**config.mk**
```make
export PLATFORM = sky130hd
export DESIGN_NAME = network_run_ctrl_flat
export DESIGN_NICKNAME = d
export VERILOG_FILES = /design/src/rtl/network_run_if.sv /design/src/rtl/network_run_ctrl.sv /design/src/flat_wrapper.sv
export SDC_FILE = /design/constraint.sdc
export NUM_CORES = 1
export LEC_CHECK = 0
export CORE_MARGIN = 2
export CORE_UTILIZATION = 40
export DETAILED_ROUTE_END_ITERATION = 6
export PLACE_DENSITY_LB_ADDON = 0.2
export SLEW_MARGIN = 0
export SYNTH_ARGS = -nofsm -noshare
export SYNTH_HDL_FRONTEND = slang
export SYNTH_SLANG_ARGS = --single-unit
```
**constraint.sdc**
```tcl
create_clock -name clk -period 3.8 [get_ports clk]
set_input_delay 0.76 -clock clk [delete_from_list [all_inputs] [get_ports clk]]
set_output_delay 0.76 -clock clk [all_outputs]
set_load 0.01 [all_outputs]
```
**src/rtl/network_run_if.sv**
```systemverilog
// network_run_if: command, network-step, clear and completion signals
// exchanged between the dispatcher/network/sink side (master) and the
// run controller (slave).
// Optional feature macro: NET_RUN_ABORT_EN adds the abort input.
interface network_run_if #(
    parameter int RUN_WIDTH = 16
);
    // Command channel from the dispatcher
    logic                 cmd_valid;
    logic                 cmd_ready;
    logic [1:0]           cmd_op;
    logic [RUN_WIDTH-1:0] cmd_arg;

    // Network stepping and sink monitoring
    logic                 net_step;
    logic                 net_valid;
    logic                 net_ready;
    logic                 clr;

    // Completion token
    logic                 done_valid;
    logic                 done_ready;
    logic [RUN_WIDTH-1:0] done_steps;

`ifdef NET_RUN_ABORT_EN
    logic                 abort;

    modport master (
        output cmd_valid, cmd_op, cmd_arg, net_valid, net_ready, done_ready, abort,
        input  cmd_ready, net_step, clr, done_valid, done_steps
    );

    modport slave (
        input  cmd_valid, cmd_op, cmd_arg, net_valid, net_ready, done_ready, abort,
        output cmd_ready, net_step, clr, done_valid, done_steps
    );
`else
    modport master (
        output cmd_valid, cmd_op, cmd_arg, net_valid, net_ready, done_ready,
        input  cmd_ready, net_step, clr, done_valid, done_steps
    );

    modport slave (
        input  cmd_valid, cmd_op, cmd_arg, net_valid, net_ready, done_ready,
        output cmd_ready, net_step, clr, done_valid, done_steps
    );
`endif
endinterface

```
**src/rtl/network_run_ctrl.sv**
```systemverilog
// network_run_ctrl: sequences network execution in front of the output sink.
// Accepts RUN/CLR/SYNC commands, advances the network one timestep at a time
// (never issuing a step until the sink has captured the previous output),
// pulses clr for clears and returns a completion token with the step count.
// Optional feature macro: NET_RUN_ABORT_EN enables the abort input, which ends
// a RUN early while still letting an in-flight step be captured.
// All outputs are registered; cmd_ready is high exactly when the FSM is IDLE.
module network_run_ctrl #(
    parameter int RUN_WIDTH  = 16,
    parameter int CLR_CYCLES = 2
) (
    input  logic         clk,
    input  logic         arstn,
    network_run_if.slave bus
);

    // Clear counter must hold CLR_CYCLES itself
    localparam int CTR_W = $clog2(CLR_CYCLES + 1);

    localparam logic [RUN_WIDTH-1:0] RUN_ZERO = {RUN_WIDTH{1'b0}};
    localparam logic [RUN_WIDTH-1:0] RUN_ONE  = {{(RUN_WIDTH-1){1'b0}}, 1'b1};
    localparam logic [CTR_W-1:0]     CTR_ZERO = {CTR_W{1'b0}};
    localparam logic [CTR_W-1:0]     CTR_ONE  = {{(CTR_W-1){1'b0}}, 1'b1};
    localparam logic [CTR_W-1:0]     CTR_LOAD = CTR_W'(CLR_CYCLES);

    localparam logic [1:0] OP_RUN  = 2'b00;
    localparam logic [1:0] OP_CLR  = 2'b01;
    localparam logic [1:0] OP_SYNC = 2'b10;

    typedef enum logic [2:0] {
        ST_IDLE  = 3'd0,
        ST_STEP  = 3'd1,
        ST_WAIT  = 3'd2,
        ST_CLEAR = 3'd3,
        ST_DONE  = 3'd4
    } state_t;

    state_t               state_q,      state_d;
    logic [RUN_WIDTH-1:0] remaining_q,  remaining_d;
    logic [RUN_WIDTH-1:0] executed_q,   executed_d;
    logic [CTR_W-1:0]     clr_ctr_q,    clr_ctr_d;
    logic                 abort_pend_q, abort_pend_d;
    logic                 cmd_ready_q,  cmd_ready_d;
    logic                 net_step_q,   net_step_d;
    logic                 clr_q,        clr_d;
    logic                 done_valid_q, done_valid_d;
    logic [RUN_WIDTH-1:0] done_steps_q, done_steps_d;

    logic                 abort_s;
    logic                 cmd_fire_s;
    logic                 capture_s;

`ifdef NET_RUN_ABORT_EN
    assign abort_s = bus.abort;
`else
    // Without the abort feature a RUN always executes all of its steps
    assign abort_s = 1'b0;
`endif

    assign cmd_fire_s = bus.cmd_valid & cmd_ready_q;
    // The sink takes the network output only when both sides agree
    assign capture_s  = bus.net_valid & bus.net_ready;

    // Next-state and next-output computation for the run sequencer
    always_comb begin
        state_d      = state_q;
        remaining_d  = remaining_q;
        executed_d   = executed_q;
        clr_ctr_d    = clr_ctr_q;
        abort_pend_d = abort_pend_q;
        net_step_d   = 1'b0;
        clr_d        = 1'b0;
        done_valid_d = done_valid_q;
        done_steps_d = done_steps_q;

        case (state_q)
            ST_IDLE: begin
                abort_pend_d = 1'b0;
                if (cmd_fire_s) begin
                    case (bus.cmd_op)
                        OP_RUN: begin
                            if (bus.cmd_arg != RUN_ZERO) begin
                                remaining_d = bus.cmd_arg;
                                executed_d  = RUN_ZERO;
                                state_d     = ST_STEP;
                            end else begin
                                // Empty run still owes the dispatcher a token
                                done_valid_d = 1'b1;
                                done_steps_d = RUN_ZERO;
                                state_d      = ST_DONE;
                            end
                        end
                        OP_CLR: begin
                            clr_ctr_d = CTR_LOAD;
                            clr_d     = 1'b1;
                            state_d   = ST_CLEAR;
                        end
                        OP_SYNC: begin
                            done_valid_d = 1'b1;
                            done_steps_d = RUN_ZERO;
                            state_d      = ST_DONE;
                        end
                        default: begin
                            // Reserved opcode: consumed with no effect
                            state_d = ST_IDLE;
                        end
                    endcase
                end else begin
                    state_d = ST_IDLE;
                end
            end

            ST_STEP: begin
                if (abort_s) begin
                    // Abort before the step is issued: finish with what ran
                    done_valid_d = 1'b1;
                    done_steps_d = executed_q;
                    abort_pend_d = 1'b0;
                    state_d      = ST_DONE;
                end else if (bus.net_ready) begin
                    // Sink is drained, so the next output has somewhere to go
                    net_step_d  = 1'b1;
                    remaining_d = remaining_q - RUN_ONE;
                    executed_d  = executed_q + RUN_ONE;
                    state_d     = ST_WAIT;
                end else begin
                    state_d = ST_STEP;
                end
            end

            ST_WAIT: begin
                // An abort here cannot cancel the step already issued
                abort_pend_d = abort_pend_q | abort_s;
                if (capture_s) begin
                    if ((remaining_q == RUN_ZERO) || abort_pend_q || abort_s) begin
                        done_valid_d = 1'b1;
                        done_steps_d = executed_q;
                        abort_pend_d = 1'b0;
                        state_d      = ST_DONE;
                    end else begin
                        state_d = ST_STEP;
                    end
                end else begin
                    state_d = ST_WAIT;
                end
            end

            ST_CLEAR: begin
                // clr was raised on entry; keep it for the remaining cycles
                if (clr_ctr_q > CTR_ONE) begin
                    clr_ctr_d = clr_ctr_q - CTR_ONE;
                    clr_d     = 1'b1;
                    state_d   = ST_CLEAR;
                end else begin
                    clr_ctr_d = CTR_ZERO;
                    clr_d     = 1'b0;
                    state_d   = ST_IDLE;
                end
            end

            ST_DONE: begin
                if (bus.done_ready) begin
                    done_valid_d = 1'b0;
                    state_d      = ST_IDLE;
                end else begin
                    done_valid_d = 1'b1;
                    state_d      = ST_DONE;
                end
            end

            default: begin
                // Unreachable encoding: recover to a quiet IDLE
                state_d      = ST_IDLE;
                remaining_d  = RUN_ZERO;
                executed_d   = RUN_ZERO;
                clr_ctr_d    = CTR_ZERO;
                abort_pend_d = 1'b0;
                done_valid_d = 1'b0;
            end
        endcase

        cmd_ready_d = (state_d == ST_IDLE);
    end

    // State, counters and registered outputs; reset drops any pending work
    always_ff @(posedge clk or negedge arstn) begin
        if (!arstn) begin
            state_q      <= ST_IDLE;
            remaining_q  <= RUN_ZERO;
            executed_q   <= RUN_ZERO;
            clr_ctr_q    <= CTR_ZERO;
            abort_pend_q <= 1'b0;
            cmd_ready_q  <= 1'b1;
            net_step_q   <= 1'b0;
            clr_q        <= 1'b0;
            done_valid_q <= 1'b0;
            done_steps_q <= RUN_ZERO;
        end else begin
            state_q      <= state_d;
            remaining_q  <= remaining_d;
            executed_q   <= executed_d;
            clr_ctr_q    <= clr_ctr_d;
            abort_pend_q <= abort_pend_d;
            cmd_ready_q  <= cmd_ready_d;
            net_step_q   <= net_step_d;
            clr_q        <= clr_d;
            done_valid_q <= done_valid_d;
            done_steps_q <= done_steps_d;
        end
    end

    assign bus.cmd_ready  = cmd_ready_q;
    assign bus.net_step   = net_step_q;
    assign bus.clr        = clr_q;
    assign bus.done_valid = done_valid_q;
    assign bus.done_steps = done_steps_q;

endmodule

```
**src/flat_wrapper.sv**
```systemverilog
// flat-port wrapper written by rule: the top's interface ports become plain ports
module network_run_ctrl_flat 
#(
    parameter int RUN_WIDTH  = 16,
    parameter int CLR_CYCLES = 2
)
  (clk, arstn, bus_cmd_valid, bus_cmd_op, bus_cmd_arg, bus_net_valid, bus_net_ready, bus_done_ready, bus_cmd_ready, bus_net_step, bus_clr, bus_done_valid, bus_done_steps);
  network_run_if #(.RUN_WIDTH(RUN_WIDTH)) bus_i ();
  input  logic clk;
  input  logic arstn;
  input wire logic [$bits(bus_i.cmd_valid)-1:0] bus_cmd_valid;
  input wire logic [$bits(bus_i.cmd_op)-1:0] bus_cmd_op;
  input wire logic [$bits(bus_i.cmd_arg)-1:0] bus_cmd_arg;
  input wire logic [$bits(bus_i.net_valid)-1:0] bus_net_valid;
  input wire logic [$bits(bus_i.net_ready)-1:0] bus_net_ready;
  input wire logic [$bits(bus_i.done_ready)-1:0] bus_done_ready;
  output wire logic [$bits(bus_i.cmd_ready)-1:0] bus_cmd_ready;
  output wire logic [$bits(bus_i.net_step)-1:0] bus_net_step;
  output wire logic [$bits(bus_i.clr)-1:0] bus_clr;
  output wire logic [$bits(bus_i.done_valid)-1:0] bus_done_valid;
  output wire logic [$bits(bus_i.done_steps)-1:0] bus_done_steps;
  assign bus_i.cmd_valid = bus_cmd_valid;
  assign bus_i.cmd_op = bus_cmd_op;
  assign bus_i.cmd_arg = bus_cmd_arg;
  assign bus_i.net_valid = bus_net_valid;
  assign bus_i.net_ready = bus_net_ready;
  assign bus_i.done_ready = bus_done_ready;
  assign bus_cmd_ready = bus_i.cmd_ready;
  assign bus_net_step = bus_i.net_step;
  assign bus_clr = bus_i.clr;
  assign bus_done_valid = bus_i.done_valid;
  assign bus_done_steps = bus_i.done_steps;
  network_run_ctrl #(.RUN_WIDTH(RUN_WIDTH), .CLR_CYCLES(CLR_CYCLES)) u_core (.clk(clk), .arstn(arstn), .bus(bus_i));
endmodule
```
; After elaboration in Yosys (flattened, before gate mapping)
; Cells that the tools add are included.
[word_totals]
register_bits = 58
input_bits = 24
out_inout_bits = 20
word_cells = 96
[op_classes]
n_addsub = 3
magnitude_cmp = 1
n_eq_ne = 15
mux = 45
bitwise_logic = 6
reduce_logical = 16
[ops]
columns = operator, count
row1 = 16-bit 2-to-1 mux, 12
row2 = 16-bit case mux with 3 select lines, 2
row3 = 16-bit case mux with 2 select lines, 2
row4 = "16-bit by 1-bit adder with 16-bit output, second input constant", 1
row5 = 16-bit zero test, 1
row6 = 16-bit nonzero test, 1
row7 = "16-bit by 1-bit subtractor with 16-bit output, second input constant", 1
row8 = 3-bit 2-to-1 mux, 5
row9 = 3-bit case mux with 5 select lines, 1
row10 = 1-bit 2-to-1 mux, 12
row11 = 6-bit AND reduction, 2
row12 = 2-bit 2-to-1 mux, 5
row13 = 3-bit case mux with 3 select lines, 1
row14 = 3-bit OR reduction, 3
row15 = "2-bit by 1-bit != test with 1-bit output, second input constant", 4
row16 = "3-bit by 2-bit equality test with 1-bit output, second input constant", 2
row17 = 3-bit zero test, 2
row18 = "2-bit != test, second input constant", 3
row19 = "3-bit != test, second input constant", 2
row20 = 1-bit case mux with 2 select lines, 3
row21 = 2-bit case mux with 3 select lines, 1
row22 = 3-bit AND reduction, 2
row23 = 5-bit AND reduction, 1
row24 = 1-bit NOT, 4
row25 = 12 further kinds, 13

; Longest topological paths before layout
[logic_depth]
ltp_word = 6
depth_mapped = 8
depth_no_buf = 7

; Worst setup path after synthesis
; OpenSTA, ideal clock, no wires.
[synth_timing]
path_kind = input to register
startpoint = input port bus_cmd_arg[8]
endpoint = register u_core.done_steps_q[10], in the netlist u_core.bus.done_steps[10]
setup_time_ns = 0.121
t_arrival_ns = 1.969
t_required_ns = 3.679
path_slack_ns = 1.710
cell_stages = 6
path_cell_list = nor4_1 -> a41oi_1 -> nor4b_2 -> nor2_2 -> buf_6 -> a22o_1
[synth_via]
elab_chain_cells = 3
[synth_rtl]
columns = element, line_no
row1 = start: declaration, flat_wrapper.sv:13  ; input wire logic [$bits(bus_i.cmd_arg)-1:0] bus_cmd_arg;
row2 = 16-bit nonzero test, network_run_ctrl.sv:82  ; if (bus.cmd_arg != RUN_ZERO) begin
row3 = 3-bit != test (no source line), --
row4 = 6-bit AND reduction (no source line), --
row5 = end signal: assignment, network_run_ctrl.sv:208  ; done_steps_q <= done_steps_d;
row6 = end: declaration, network_run_ctrl.sv:47  ; logic [RUN_WIDTH-1:0] done_steps_q, done_steps_d;
; No other way between the ends.
; A chain may end at the register's enable or synchronous reset.

; Worst setup path after layout
[layout_timing]
startpoint = input port bus_cmd_arg[12]
endpoint = register u_core.remaining_q[13]
[layout_via]
elab_chain_cells = 3
[layout_rtl]
columns = element, line_no
row1 = 16-bit nonzero test, network_run_ctrl.sv:82
row2 = 2-bit by 1-bit != test with 1-bit output (no source line), --
row3 = 5-bit AND reduction (no source line), --
row4 = end signal: assignment, network_run_ctrl.sv:200  ; remaining_q <= remaining_d;
row5 = end: declaration, network_run_ctrl.sv:39  ; logic [RUN_WIDTH-1:0] remaining_q, remaining_d;
; No other way between the ends.

==> results.txt <==
----------------------------------------------------
[STA]
  Max Clk Rate ... 362 MHz
  Period utilization ... 72.7%
  Final setup slack of the worst path ... 1.04 ns
  Worst hold margin ... 0.497 ns
  Setup TNS ... 0 ns
  Final setup fails ... 0
  Max-slew violation count ... 0
  Slew @ Worst Pin ... 0.980 ns
  Count of endpoints failing hold in the final timing report ... 0
  Unrepaired setup endpoints after global routing ... false
  Setup Skew ... 0.00809 ns
  Remaining max-slew budget at the tightest pin ... 34.7%
  Minimum clock period after layout ... 2.76 ns

[Global route]
  Total congestion overflow after global routing ... 0
  Number of antenna violations at the first check in global routing ... 0
  Pin count of the biggest net entering global routing ... 48
  First-pass GRT wire length ... 12800 um
  Vias in the first global route ... 2582
  Total global-route track usage ... 19.4%

[CTS]
  Number of instances resized during post-cts repair ... 0
  Postcts setup bufs ... 0
  H-tree levels ... 3
  # hold bufs at CTS ... 0
  Clock input transition at the sequential cells of the worst setup and hold paths ... 0.06 ns
  CTS tree ... yes
  Maximum clock path buffer count ... 2
  Number of buffers inserted during clock tree synthesis ... 9
  Total clock sinks ... 57
  Clock tree root driver cell ... sky130_fd_sc_hd__clkbuf_8
  Insertion delay of the later-clocked pin in the worst-skew pair ... 0.33 ns

[Cells and area]
  Post-layout instance area ... 3730 um2
  Combined flip-flop and latch cell area ... 1430 um2
  Count of inserted antenna diode cells ... 0
  Multi-input logic area ... 1470 um2
  Post-route insts no fill ... 462
  Filler cell count ... 691
  Fraction of final layout cells sized beyond drive strength 1 ... 9.09%
  Share of the core filled with cells in the final layout ... 51.4%
  Total Nets Final ... 386
  Layout Area Growth over Synthesis ... 24.2%

[Worst setup path]
  Slowest stage delay, CP ... 0.52 ns
  Sum of buffers and inverters on the critical path ... 2
  Arrival time of the worst setup path ... 2.98 ns
  Data required time at the worst endpoint ... 4.02 ns
  Kind of cell adding the most delay to the critical path ... buffers and inverters
  Cell breakdown of the critical path ... clkdlybuf4s50_1, nor4_1, nand4_1, o311ai_4, buf_4, a21oi_1, o22a_1
  Peak fanout along the critical path ... 47
  Setup CP Type ... in2reg
  Crit. End Element ... register
  CP startpoint kind ... primary input
  Critical path's slowest cell ... sky130_fd_sc_hd__nor4_1

[Floorplan]
  Starting utilization of the core area ... 41.4%
  Vert. Die Dim ... 90.7 um
  Total Die Area ... 8220 um2
  Number of rows created at floorplan ... 31
  Core area ... 7250 um2
  I/O pin cnt ... 44
  Horizontal extent of the die ... 90.7 um

[Pwr]
  P per Cell Area ... 658 nW/um2
  Reported leakage power ... 1.49 nW
  Worst supply voltage drop on vdd ... 0.270 mV
  Final Total Pwr ... 2.45 mW

[Route]
  WL final ... 7420 um
  Number of design rule violations left after detail routing ... 0
  1st-pass router iterations ... 5
  Initial detailed-routing violation count ... 218
  Routed length per instance ... 16.1 um
  Remaining antenna violation count after routing ... 0
  Routed via count ... 2638
  Vias per inst ... 5.71

[Synth]
  Post-Synthesis Net Count ... 344
  Commonest register cell after synthesis ... sky130_fd_sc_hd__dfrtp_1
  Portion of the post-synthesis area used by sequential elements ... 47.5%
  Post-synth ARST share ... 100%
  Post-synth design cell area ... 3000 um2
  Count of state elements after synthesis ... 57
  Synthesized instance count ... 318
  Number of enable flip-flop cells after synthesis ... 0
  Synth warnings ... 0
  Synthesized area divided by synthesized cell count ... 9.45 um2
  Synth unique cells ... 55

[Placement]
  Instance area at placement ... 3510 um2
  Placement Setup Slack ... 0.744 ns
  HPWL reported at the end of detailed placement ... 5010 um
  Placed Cells ... 448
  Routability congestion estimate from global placement ... 0.867
  Port buffer count ... 43

[Status]
  Status ... finished, final reports clean

[Run]
  Max capacitance violation total ... 0

[Min path]
  Worst hold path class ... reg2reg

----------------------------------------------------
-- routing by layer --
metal	GRT usage (%)	share of wire (%)
met5	0	0
met2	29.4	47
met1	26.9	48
met4	7.31	0.86
met3	4.92	4.6
-- where the power goes --
part / leakage [nW] / switching (mW) / internal [mW]
logic: 0.617 / 0.543 / 0.372
registers: 0.766 / 0.179 / 0.730
clock network: 0.111 / 0.233 / 0.397
total: 1.49 / 0.956 / 1.50
-- registers in the layout (all words and copies together), names as in the netlist --
signal / flops
u_core.clr_ctr_q: 2
u_core.bus.net_step: 1
u_core.bus.cmd_ready: 1
u_core.bus.done_steps: 16
u_core.executed_q: 16
u_core.remaining_q: 16
u_core.bus.clr: 1
u_core.bus.done_valid: 1
u_core.state_q: 3
-- cell usage in the layout (no fill, tap or decap), drive strengths merged, types with 2 or more instances in the layout --
cell	count
and2	3
a21oi	16
a22o	17
nand2	22
bufinv	2
nor2	24
nor3b	4
buf	6
clkdlybuf4s50	42
nand3	11
a22oi	9
ha	2
clkbuf	11
and3	2
nor2b	5
o21ai	54
nor4b	2
clkinv	2
and4	2
dfrtp	56
a41oi	2
a31oi	9
nand4	7
nor4	10
nor3	11
o31ai	6
inv	8
-- Yosys cell counts (2+ instances only) --
cell                       number  area [um2]
sky130_fd_sc_hd__buf_2          6        30.0
sky130_fd_sc_hd__o21ai_0       31         155
sky130_fd_sc_hd__dfrtp_1       56        1400
sky130_fd_sc_hd__nor2_1        23        86.3
sky130_fd_sc_hd__a31oi_1        9        56.3
sky130_fd_sc_hd__nor3b_1        2        15.0
sky130_fd_sc_hd__a22oi_1        9        67.6
sky130_fd_sc_hd__nor3_1         9        45.0
sky130_fd_sc_hd__ha_1           2        25.0
sky130_fd_sc_hd__nor4_4         2        42.5
sky130_fd_sc_hd__nand2_1       22        82.6
sky130_fd_sc_hd__buf_4          4        30.0
sky130_fd_sc_hd__o21ai_1       23         115
sky130_fd_sc_hd__nand3_1       11        55.1
sky130_fd_sc_hd__nor4_1         7        43.8
sky130_fd_sc_hd__a22o_1        17         149
sky130_fd_sc_hd__inv_1          8        30.0
sky130_fd_sc_hd__and4_1         2        17.5
sky130_fd_sc_hd__a21oi_1       16        80.1
sky130_fd_sc_hd__nand4_1        6        37.5
sky130_fd_sc_hd__and2_1         3        18.8
sky130_fd_sc_hd__and3_1         2        12.5
sky130_fd_sc_hd__o31ai_1        6        45.0
sky130_fd_sc_hd__nor2b_1        5        31.3
sky130_fd_sc_hd__clkbuf_1       6        22.5
sky130_fd_sc_hd__a41oi_1        2        17.5
-- kinds of logic after synthesis --
kind of cell	share of synthesized area (%)
and+or+nand+nor	21.4
DFF	47.5
buffers and inverters	4.25
adders and majority gates	0.833
AOI/OAI and AO/OA	26.0
-- final cells by class --
cell class	instances	area share, %
clock buffers	11	4.06
inverters	9	0.905
flip-flops and latches	57	38.3
repair buffers	48	12.4
clock inverters	3	1.74
multi-input cells	235	39.3
well taps	99	3.32
-- path summary, 6_finish.rpt --
| kind | start | to | slack (ns) | cells after the start |
|---|---|---|---|---|
| max in group asynchronous | arstn | u_core.bus.done_steps[7] | 2.44 | 2 |
| worst min-delay path | u_core.bus.done_steps[7] | u_core.bus.done_steps[7] | 0.50 | 1 |
| worst max-delay path | bus_cmd_arg[12] | u_core.remaining_q[13] | 1.04 | 7 |
| worst min register to register | u_core.bus.done_steps[7] | u_core.bus.done_steps[7] | 0.50 | 1 |
| min in group asynchronous | arstn | u_core.remaining_q[12] | 0.58 | 1 |
| worst max register to register | u_core.remaining_q[0] | u_core.bus.done_steps[3] | 1.55 | 8 |
Note: power is estimated with default switching activity, not from simulation.
